--- src/rtl/fsm_ctrl_multi.sv ---
// Flow-control FSM for the switch datapath: loads per-FIFO thresholds in INIT,
// tracks FIFO activity with drain hysteresis, and latches error sources.
module fsm_ctrl_multi #(
  parameter int NUM_FIFOS = 5,
  parameter int UMB_W     = 4,
  parameter int IDLE_WAIT = 2
) (
  input  logic                       clk,
  input  logic                       reset,
  input  logic                       init,
  input  logic [NUM_FIFOS*UMB_W-1:0] umbral_in,
  input  logic [NUM_FIFOS-1:0]       fifo_error,
  input  logic [NUM_FIFOS-1:0]       fifo_empty,
  output logic [NUM_FIFOS*UMB_W-1:0] umbrales_out,
  output logic                       active,
  output logic                       idle,
  output logic                       error,
  output logic [NUM_FIFOS-1:0]       error_src,
  output logic [2:0]                 state
);

  localparam logic [2:0] S_RESET  = 3'd0;
  localparam logic [2:0] S_INIT   = 3'd1;
  localparam logic [2:0] S_IDLE   = 3'd2;
  localparam logic [2:0] S_ACTIVE = 3'd3;
  localparam logic [2:0] S_ERROR  = 3'd4;

  localparam int              CNT_W    = $clog2(IDLE_WAIT + 1);
  localparam logic [CNT_W-1:0] CNT_ONE  = CNT_W'(1);
  localparam logic [CNT_W-1:0] CNT_LAST = CNT_W'(IDLE_WAIT - 1);

  logic [2:0]           state_q, state_d;
  logic [CNT_W-1:0]     cnt_q, cnt_d;
  logic [NUM_FIFOS-1:0] src_q, src_d;
  logic                 any_err;
  logic                 all_empty;

  assign any_err   = |fifo_error;
  assign all_empty = &fifo_empty;

  always_comb begin
    state_d = state_q;
    cnt_d   = '0;
    case (state_q)
      S_RESET: state_d = S_INIT;
      S_INIT:  state_d = init ? S_INIT : S_IDLE;
      S_IDLE: begin
        if (any_err)         state_d = S_ERROR;
        else if (init)       state_d = S_INIT;
        else if (!all_empty) state_d = S_ACTIVE;
      end
      S_ACTIVE: begin
        if (any_err)        state_d = S_ERROR;
        else if (init)      state_d = S_INIT;
        else if (all_empty) begin
          // The IDLE_WAIT-th consecutive all-empty edge leaves; the counter
          // then drops back to zero together with the exit.
          if (cnt_q == CNT_LAST) state_d = S_IDLE;
          else                   cnt_d   = cnt_q + CNT_ONE;
        end
      end
      S_ERROR: state_d = init ? S_INIT : S_ERROR;
      default: state_d = S_RESET;
    endcase
  end

  always_comb begin
    src_d = src_q;
    if (state_q == S_INIT)
      src_d = '0;
    // Accumulate on entry, while resident, and on the edge that leaves ERROR.
    else if (state_q == S_ERROR || state_d == S_ERROR)
      src_d = src_q | fifo_error;
  end

  always_ff @(posedge clk or posedge reset) begin
    if (reset) begin
      state_q <= S_RESET;
      cnt_q   <= '0;
      src_q   <= '0;
    end else begin
      state_q <= state_d;
      cnt_q   <= cnt_d;
      src_q   <= src_d;
    end
  end

  genvar gi;
  generate
    for (gi = 0; gi < NUM_FIFOS; gi++) begin : g_umb
      logic [UMB_W-1:0] umb_q, umb_d;

      // Thresholds follow the input only while in INIT, locked otherwise.
      always_comb begin
        umb_d = umb_q;
        if (state_q == S_INIT)
          umb_d = umbral_in[gi*UMB_W +: UMB_W];
      end

      always_ff @(posedge clk or posedge reset) begin
        if (reset) umb_q <= '0;
        else       umb_q <= umb_d;
      end

      assign umbrales_out[gi*UMB_W +: UMB_W] = umb_q;
    end
  endgenerate

  assign active    = (state_q == S_ACTIVE);
  assign idle      = (state_q == S_IDLE);
  assign error     = (state_q == S_ERROR);
  assign error_src = src_q;
  assign state     = state_q;

endmodule

--- config.mk ---
export PLATFORM = sky130hd
export DESIGN_NAME = fsm_ctrl_multi
export DESIGN_NICKNAME = d
export VERILOG_FILES = /design/src/rtl/fsm_ctrl_multi.sv
export SDC_FILE = /design/constraint.sdc
export NUM_CORES = 1
export LEC_CHECK = 0
export ABC_CLOCK_PERIOD_IN_PS = 2910
export CAP_MARGIN = 0
export CELL_PAD_IN_SITES_DETAIL_PLACEMENT = 0
export CELL_PAD_IN_SITES_GLOBAL_PLACEMENT = 2
export CORE_UTILIZATION = 25
export DETAILED_ROUTE_END_ITERATION = 8
export PLACE_DENSITY_LB_ADDON = 0.1
export SYNTH_ARGS = -nofsm -noshare
export SYNTH_HDL_FRONTEND = slang
export SYNTH_SLANG_ARGS = --single-unit
--- constraint.sdc ---
create_clock -name clk -period 2.91 [get_ports clk]
set_input_delay 0.291 -clock clk [delete_from_list [all_inputs] [get_ports clk]]
set_output_delay 0.291 -clock clk [all_outputs]
set_load 0.02 [all_outputs]
==> flow_summary.json, run 1 <==
{
  "finalSetupViolations": 0,
  "synth_most_common_cell": "dfrtp_1",
  "worst_pin_slew_ns": 0.488,
  "grt_antenna_before_repair": 0,
  "n_antenna_cell": 0,
  "startpoint_type": "register",
  "placed_area_mm2": 0.00198,
  "routed_via_density": 4.38,
  "detail_route.wl_per_cell_um": 13.1,
  "clock_sinks": 30,
  "vdd_drop_max_mv": 0.533,
  "yosys-top-cells-area": "dfrtp_1 59%, mux2_2 18%, o22ai_1 4.4%, inv_1 2.1%, nand2b_1 2.0%",
  "cp_cell_sequence": "nor2_1 -> nand2_1 -> inv_1 -> clkdlybuf4s50_1",
  "yosysTopAreaCell": "dfrtp_1",
  "post-cts-setup-buffers": 0,
  "root_buffer": "clkbuf_8",
  "grtUsageTotal": 0.132,
  "yosysWarnings": 0,
  "hold_violations": 0,
  "ys_ff_latch": 30,
  "start_util": 0.266,
  "end_kind": "primary output",
  "gp_congestion": 0.716,
  "use_met3": 0.0494,
  "critical_path_required_ns": 2.62,
  "report.final.slew_viol_count": 0,
  "core_area_mm2": 0.00482,
  "place_ws_ns": 0.971,
  "grt_pass1_vias": 1137,
  "drt_iter0_drc": 61,
  "slew_headroom": 0.671,
  "slowest_delay_ns": 0.59,
  "dp_hpwl_mm": 2.27,
  "clkSlewWorstSetupHoldPaths_ns": 0.06,
  "numPortBuffers": 63,
  "h-tree-depth": 2,
  "drtAntennaViolNets": 0,
  "met2_usage": 0.217,
  "synth-seq-area-share": 0.586,
  "p_leak_nw": 0.851,
  "grt.overflow.total": 0,
  "worstSetupStartpoint": "state[0]",
  "die_area_mm2": 0.00542,
  "synth_cell_types": 26,
  "fmax_mhz": 451,
  "grt_setup_unrepaired": "no",
  "power_density_mw_per_mm2": 1170,
  "synthCells": 103,
  "slowest_stage": "clkdlybuf4s50_1",
  "final_area_mm2": 0.00209,
  "clk-insertion-delay-late_ns": 0.28,
  "cts_buffers": 5,
  "synth_flop_cell": "dfrtp_1",
  "drt-total-wl_mm": 3.10,
  "synth_edf_count": 0,
  "cts_resized": 0,
  "syn_to_final_growth_pct": 63.0,
  "holdBufCountCts": 0,
  "groute.layer.met1.usage": 0.150,
  "fin_setup_tns_ns": 0,
  "synth_common_cells": "30 x dfrtp_1, 20 x mux2_2, 9 x o22ai_1, 7 x inv_1",
  "num_vias": 1038,
  "cp_max_fo": 12,
  "grt_max_degree": 31,
  "drcViolationCount": 0,
  "finalCritPeriodShare": 0.762,
  "io_pins": 64,
  "rr_startpoint": "state[1]",
  "die_h_um": 73.6,
  "nFillCells": 491,
  "row_count": 25,
  "async_flop_share": 1.00,
  "clock_skew_ns": 0.00271,
  "drt_pass1_iterations": 2,
  "hold_class": "in -> async",
  "period_needed_ns": 2.22,
  "grt_pass1_wl_mm": 5.26,
  "cts_max_path_buffers": 2,
  "outcome": "finished clean",
  "setup_ws_ns": 0.694,
  "hold-worst-slack_ns": 0.391,
  "yosys.area.top_type_share": 0.586,
  "postSynthAreaPerCell_um2": 12.4,
  "p_total_w": 0.00245,
  "nets": 203,
  "worst-setup-path-type": "reg -> out",
  "drive_gt1_frac": 0.188,
  "synth_area_mm2": 0.00128,
  "synth_nets": 136,
  "cp.arrival_ns": 1.93,
  "busiest_layer": "met2",
  "die-width_um": 73.6,
  "maxCapViolCount": 0,
  "cts_tree": "yes"
}
-- worst paths after layout --
path                       slack, ns  cells past startpoint           endpoint
max in group asynchronous       2.23                      3  g_umb[1].umb_q[3]
setup reg to reg                1.01                      4  g_umb[2].umb_q[2]
hold / removal                  0.39                      3  g_umb[4].umb_q[2]
setup / recovery                0.69                      4              error
hold reg to reg                 0.51                      1  g_umb[4].umb_q[2]
min in group clk                0.51                      1  g_umb[4].umb_q[2]
-- cell families after synthesis --
logic type,synth area share
AOI/OAI and AO/OA,0.0811
muxes,0.176
DFF,0.586
and+or+nand+nor,0.106
buffers and inverters,0.0508
-- worst max-delay path: cells and delay by family (launching register included) --
kind,cells,cell delay [ns]
buffers and inverters,2,0.66
AND/OR/NAND/NOR,2,0.48
flip-flops,1,0.51
-- per-stage QoR --
step	cells	utilization
global route	237	0.434
CTS	237	0.434
detailed placement	230	0.410
floorplan	103	-
finish	237	0.434
global placement	230	0.410
-- area by class of cell --
class,instances,area [µm²],area share
Sequential cell,30,751,0.359
Timing Repair Buffer,65,646,0.309
Multi-Input combinational cell,60,465,0.223
Tap cell,67,83.8,0.0401
Clock buffer,6,82.6,0.0395
Clock inverter,1,30.0,0.0144
Inverter,8,30.0,0.0144
-- power breakdown --
part | leakage (nW) | switching [W] | internal [W]
combinational | 0.431 | 0.000574 | 0.000673
sequential | 0.362 | 0.000157 | 0.000618
clock | 0.0573 | 0.000151 | 0.000274
total | 0.851 | 0.000882 | 0.00156
-- routing by layer --
metal  routed length, µm  up-vias
li1                    -      501
met1                1300      490
met2                1500       40
met3                 252        7
met4                  49        0
met5                   0        -
-- cells in the final DEF, fill, tap and decap left out, types with 3 or more instances in the layout --
cell,count
clkbuf_8,6
clkdlybuf4s50_1,63
dfrtp_1,30
inv_1,7
mux2_2,20
nand2_1,3
nand2b_1,4
nand3_1,3
nor2_1,4
nor3_1,4
o22ai_1,9
-- registers in the layout (all words and copies together) (netlist names) --
register,flops
g_umb.umb_q,20
error_src,5
state,3
cnt_q,2
No activity file was read; power rests on OpenSTA's default activity.
==> run 2: changes to the inputs <==
- ABC_CLOCK_PERIOD_IN_PS: 2910 -> 1920
- CORE_UTILIZATION: 25 -> 21
- clock period: 2.91 -> 1.92 ns (I/O delays scaled with it)
==> run 2 against run 1 <==
Effect of this change: register-to-register slack worse by 0.52 ns; design area is 0.54% higher; global-route usage shrank 2.1 points; clock skew grew 0.00069 ns; final cell count grew 4.2%.
==> flow_summary.json, run 2 (synthesis results as in run 1) <==
{
  "fin_setup_tns_ns": 0,
  "grtUsageTotal": 0.110,
  "cp_max_fo": 9,
  "seqPwrFrac": 0.333,
  "fmax_mhz": 546,
  "die-width_um": 80.1,
  "finalSetupViolations": 0,
  "cts_max_path_buffers": 2,
  "power_density_mw_per_mm2": 1710,
  "hold_class": "in -> async",
  "hold_violations": 0,
  "largest_register_ffs": 20,
  "cp.arrival_ns": 1.64,
  "start_util": 0.218,
  "finalCritPeriodShare": 0.954,
  "largest_register": "g_umb.umb_q",
  "cts_resized": 4,
  "final_cells": 247,
  "nFillCells": 585,
  "syn_to_final_growth_pct": 63.9,
  "setup_ws_ns": 0.0888,
  "numPortBuffers": 63,
  "period_needed_ns": 1.83,
  "startpoint_type": "register",
  "num_vias": 1050,
  "grt_pass1_vias": 1091,
  "report.final.slew_viol_count": 0,
  "core_area_mm2": 0.00589,
  "drt-total-wl_mm": 3.21,
  "worst-setup-path-type": "reg -> out",
  "holdBufCountCts": 0,
  "drcViolationCount": 0,
  "p_int_w": 0.00224,
  "h-tree-depth": 2,
  "clkPwrFrac": 0.130,
  "grt_antenna_before_repair": 0,
  "slew_headroom": 0.674,
  "place_ws_ns": 0.244,
  "clock_skew_ns": 0.00340,
  "gp_congestion": 0.695,
  "die_area_mm2": 0.00642,
  "final_cell_mix": "61 x clkdlybuf4s50_1, 27 x dfrtp_1, 20 x mux2_2",
  "drt_pass1_iterations": 4,
  "grt.overflow.total": 0,
  "detail_route.wl_per_cell_um": 13.0,
  "root_buffer": "clkbuf_8",
  "grt_max_degree": 21,
  "clk-insertion-delay-late_ns": 0.27,
  "worst_pin_slew_ns": 0.485,
  "final_common_cell": "clkdlybuf4s50_1",
  "die_h_um": 80.1,
  "grt_pass1_wl_mm": 5.33,
  "drt_iter0_drc": 22,
  "maxCapViolCount": 0,
  "p_leak_nw": 0.870,
  "row_count": 28,
  "clkSlewWorstSetupHoldPaths_ns": 0.06,
  "grt_setup_unrepaired": "no",
  "end_kind": "primary output",
  "io_pins": 64,
  "vdd_drop_max_mv": 0.656,
  "nets": 205,
  "sw_frac_of_total": 0.376,
  "routed_via_density": 4.25,
  "cts_tree": "yes",
  "post-cts-setup-buffers": 0,
  "worstSetupStartpoint": "state[2]",
  "dpl.cell_count": 240,
  "clock_sinks": 30,
  "power.switching_w": 0.00135,
  "drive_gt1_frac": 0.215,
  "drtAntennaViolNets": 0,
  "n_antenna_cell": 0,
  "p_comb_frac": 0.537,
  "critical_path_required_ns": 1.73,
  "dp_hpwl_mm": 2.43,
  "rr_startpoint": "state[1]",
  "outcome": "finished clean",
  "cts_buffers": 5
}
==> run 2: cell types whose count changed in the layout (fill, tap and decap cells not counted), moves of 2 or more <==
cell / change
dfrtp_1: -3
dfrtp_2: +3
clkdlybuf4s50_1: -2
clkinv_2: +2
==> run 2: layout make-up <==
cell class,count,area (µm²),area share
Sequential cell,30,754,0.359
Timing Repair Buffer,67,674,0.321
Multi-Input combinational cell,60,465,0.222
Tap cell,75,93.8,0.0447
Clock buffer,5,68.8,0.0328
Inverter,8,32.5,0.0155
Clock inverter,2,10.0,0.00477
==> run 2: routing by layer <==
metal | track usage | vias up | part of all wire
li1 | - | 502 | -
met1 | 0.135 | 506 | 0.41
met2 | 0.176 | 38 | 0.50
met3 | 0.0409 | 4 | 0.080
met4 | 0.0429 | 0 | 0.0097
met5 | 0 | - | 0
==> run 2: stage by stage <==
stage	area (µm²)	hold WS, ns	utilization	total power [W]
floorplan	1280	0.255	-	0.00229
global placement	2010	0.486	0.342	0.00313
detailed placement	2010	0.491	0.342	0.00316
CTS	2100	0.239	0.356	0.00366
global route	2100	0.271	0.357	0.00385
finish	2100	0.230	0.357	0.00359
==> run 2: power groups by stage <==
stage,Combinational (W),Sequential (W),Clock (W)
2_1_floorplan,0.000819,0.00147,0
3_3_place_gp,0.00195,0.00118,0
3_5_place_dp,0.00196,0.00119,0
4_1_cts,0.00197,0.00120,0.000494
5_1_grt,0.00208,0.00125,0.000520
6_report,0.00193,0.00120,0.000467
==> run 2: final timing paths <==
kind	end	slack, ns	cells past startpoint
worst max-delay path	active	0.09	3
worst min-delay path	g_umb[3].umb_q[3]	0.23	2
worst max register to register	g_umb[1].umb_q[2]	0.49	4
worst min register to register	g_umb[1].umb_q[0]	0.50	1
max in group asynchronous	state[2]	1.20	3
min in group clk	g_umb[1].umb_q[0]	0.50	1
==> run 2: worst max-delay path: stages (launching register included) <==
cell and delay [ns]:
dfrtp_2 0.49, inv_4 0.13, and3_1 0.16, clkdlybuf4s50_1 0.60
==> run 3: changes to the inputs <==
- ABC_CLOCK_PERIOD_IN_PS: 1920 -> 2070
- CORE_UTILIZATION: 21 -> 24
- RECOVER_POWER: not set -> 25
- clock period: 1.92 -> 2.07 ns (I/O delays scaled with it)
==> run 3 against run 2 <==
Effect of this change: total power down 6.7%; sequential power fell by 11%; critical path depth is 1 higher; critical path type unchanged; highest routed layer unchanged.
==> flow_summary.json, run 3 (synthesis results as in run 1) <==
{
  "fmax_mhz": 518,
  "hold_class": "in -> async",
  "grt.overflow.total": 0,
  "detail_route.wl_per_cell_um": 12.8,
  "hold_violations": 0,
  "grt_antenna_before_repair": 0,
  "n_antenna_cell": 0,
  "maxCapViolCount": 0,
  "dp_hpwl_mm": 2.22,
  "power_density_mw_per_mm2": 1610,
  "drtAntennaViolNets": 0,
  "gp_congestion": 0.709,
  "worst_pin_slew_ns": 0.633,
  "grt_max_degree": 26,
  "place_ws_ns": 0.391,
  "setup_ws_ns": 0.139,
  "root_buffer": "clkbuf_8",
  "post-cts-setup-buffers": 0,
  "io_pins": 64,
  "clk-insertion-delay-late_ns": 0.27,
  "cts_buffers": 5,
  "drt_iter0_drc": 14,
  "final_cell_mix": "62 x clkdlybuf4s50_1, 30 x dfrtp_1, 20 x mux2_2",
  "die-width_um": 75.1,
  "cts_resized": 0,
  "placed_area_mm2": 0.00199,
  "clock_sinks": 30,
  "rr_startpoint": "state[1]",
  "largest_register": "g_umb.umb_q",
  "worst-setup-path-type": "reg -> out",
  "cp.arrival_ns": 1.72,
  "finalCritPeriodShare": 0.933,
  "drt-total-wl_mm": 3.10,
  "cts_tree": "yes",
  "drcViolationCount": 0,
  "finalSetupViolations": 0,
  "row_count": 26,
  "final_area_mm2": 0.00208,
  "clock_skew_ns": 0.00399,
  "start_util": 0.249,
  "nets": 205,
  "dpl.cell_count": 235,
  "die_area_mm2": 0.00563,
  "r2r-end": "g_umb[1].umb_q[0]",
  "final_common_cell": "clkdlybuf4s50_1",
  "cp_max_fo": 12,
  "end_kind": "primary output",
  "drt_pass1_iterations": 2,
  "drive_gt1_frac": 0.197,
  "syn_to_final_growth_pct": 62.6,
  "grt_setup_unrepaired": "no",
  "grtUsageTotal": 0.120,
  "holdBufCountCts": 0,
  "report.final.slew_viol_count": 0,
  "cts_max_path_buffers": 2,
  "ff2ff_setup_slack_ns": 0.46,
  "routed_via_density": 4.27,
  "grt_pass1_vias": 1044,
  "die_h_um": 75.1,
  "p_leak_nw": 0.852,
  "critical_path_required_ns": 1.86,
  "h-tree-depth": 2,
  "clkSlewWorstSetupHoldPaths_ns": 0.06,
  "nFillCells": 501,
  "outcome": "finished clean",
  "num_vias": 1037,
  "startpoint_type": "register",
  "fin_setup_tns_ns": 0,
  "worstRegToRegCells": 4,
  "slew_headroom": 0.578,
  "period_needed_ns": 1.93,
  "largest_register_ffs": 20,
  "final_cells": 243,
  "numPortBuffers": 63,
  "grt_pass1_wl_mm": 4.91,
  "vdd_drop_max_mv": 0.742,
  "core_area_mm2": 0.00514
}
## run 3: metal layers
metal,share of wire,global-route usage,up-vias
met3,0.083,0.0562,4
met1,0.44,0.146,495
met2,0.47,0.184,38
met5,0,0,-
met4,0.0097,0.0503,0
li1,-,-,500
## run 3: per-stage QoR
stage	hold WS (ns)	power [W]	utilization
4_1_cts	0.136	0.00341	0.406
2_1_floorplan	0.270	0.00212	-
5_1_grt	0.289	0.00359	0.405
3_5_place_dp	0.437	0.00292	0.388
3_3_place_gp	0.438	0.00290	0.388
6_report	0.275	0.00335	0.405
## run 3: layout make-up
cell class	instances	area, µm²	area share
flip-flops and latches	30	751	0.360
repair buffers	67	658	0.316
multi-input cells	60	465	0.223
well taps	70	87.6	0.0420
clock buffers	7	86.3	0.0414
inverters	8	30.0	0.0144
clock inverters	1	5.00	0.00240
## run 3: how the worst max path moves through the flow
stage / cells after the start / startpoint / to / slack [ns]
after floorplan: 5 / state[2] / g_umb[0].umb_q[0] / 0.63
after global placement: 4 / fifo_error[2] / state[0] / 0.39
after detailed placement: 4 / fifo_error[2] / state[0] / 0.39
after CTS: 4 / state[0] / error / 0.11
after global routing: 4 / state[1] / error / 0.02
final: 4 / state[0] / error / 0.14
## run 3: critical path: stages, from the launching register on
cell             delay, ns
dfrtp_1               0.52
nor2_1                0.19
nand2_1               0.09
inv_1                 0.06
clkdlybuf4s50_1       0.59
## run 3: power breakdown
part / leakage, nW / internal (W) / switching [W]
logic: 0.441 / 0.000972 / 0.000836
clock network: 0.0482 / 0.000267 / 0.000203
registers: 0.362 / 0.000869 / 0.000205
total: 0.852 / 0.00211 / 0.00124
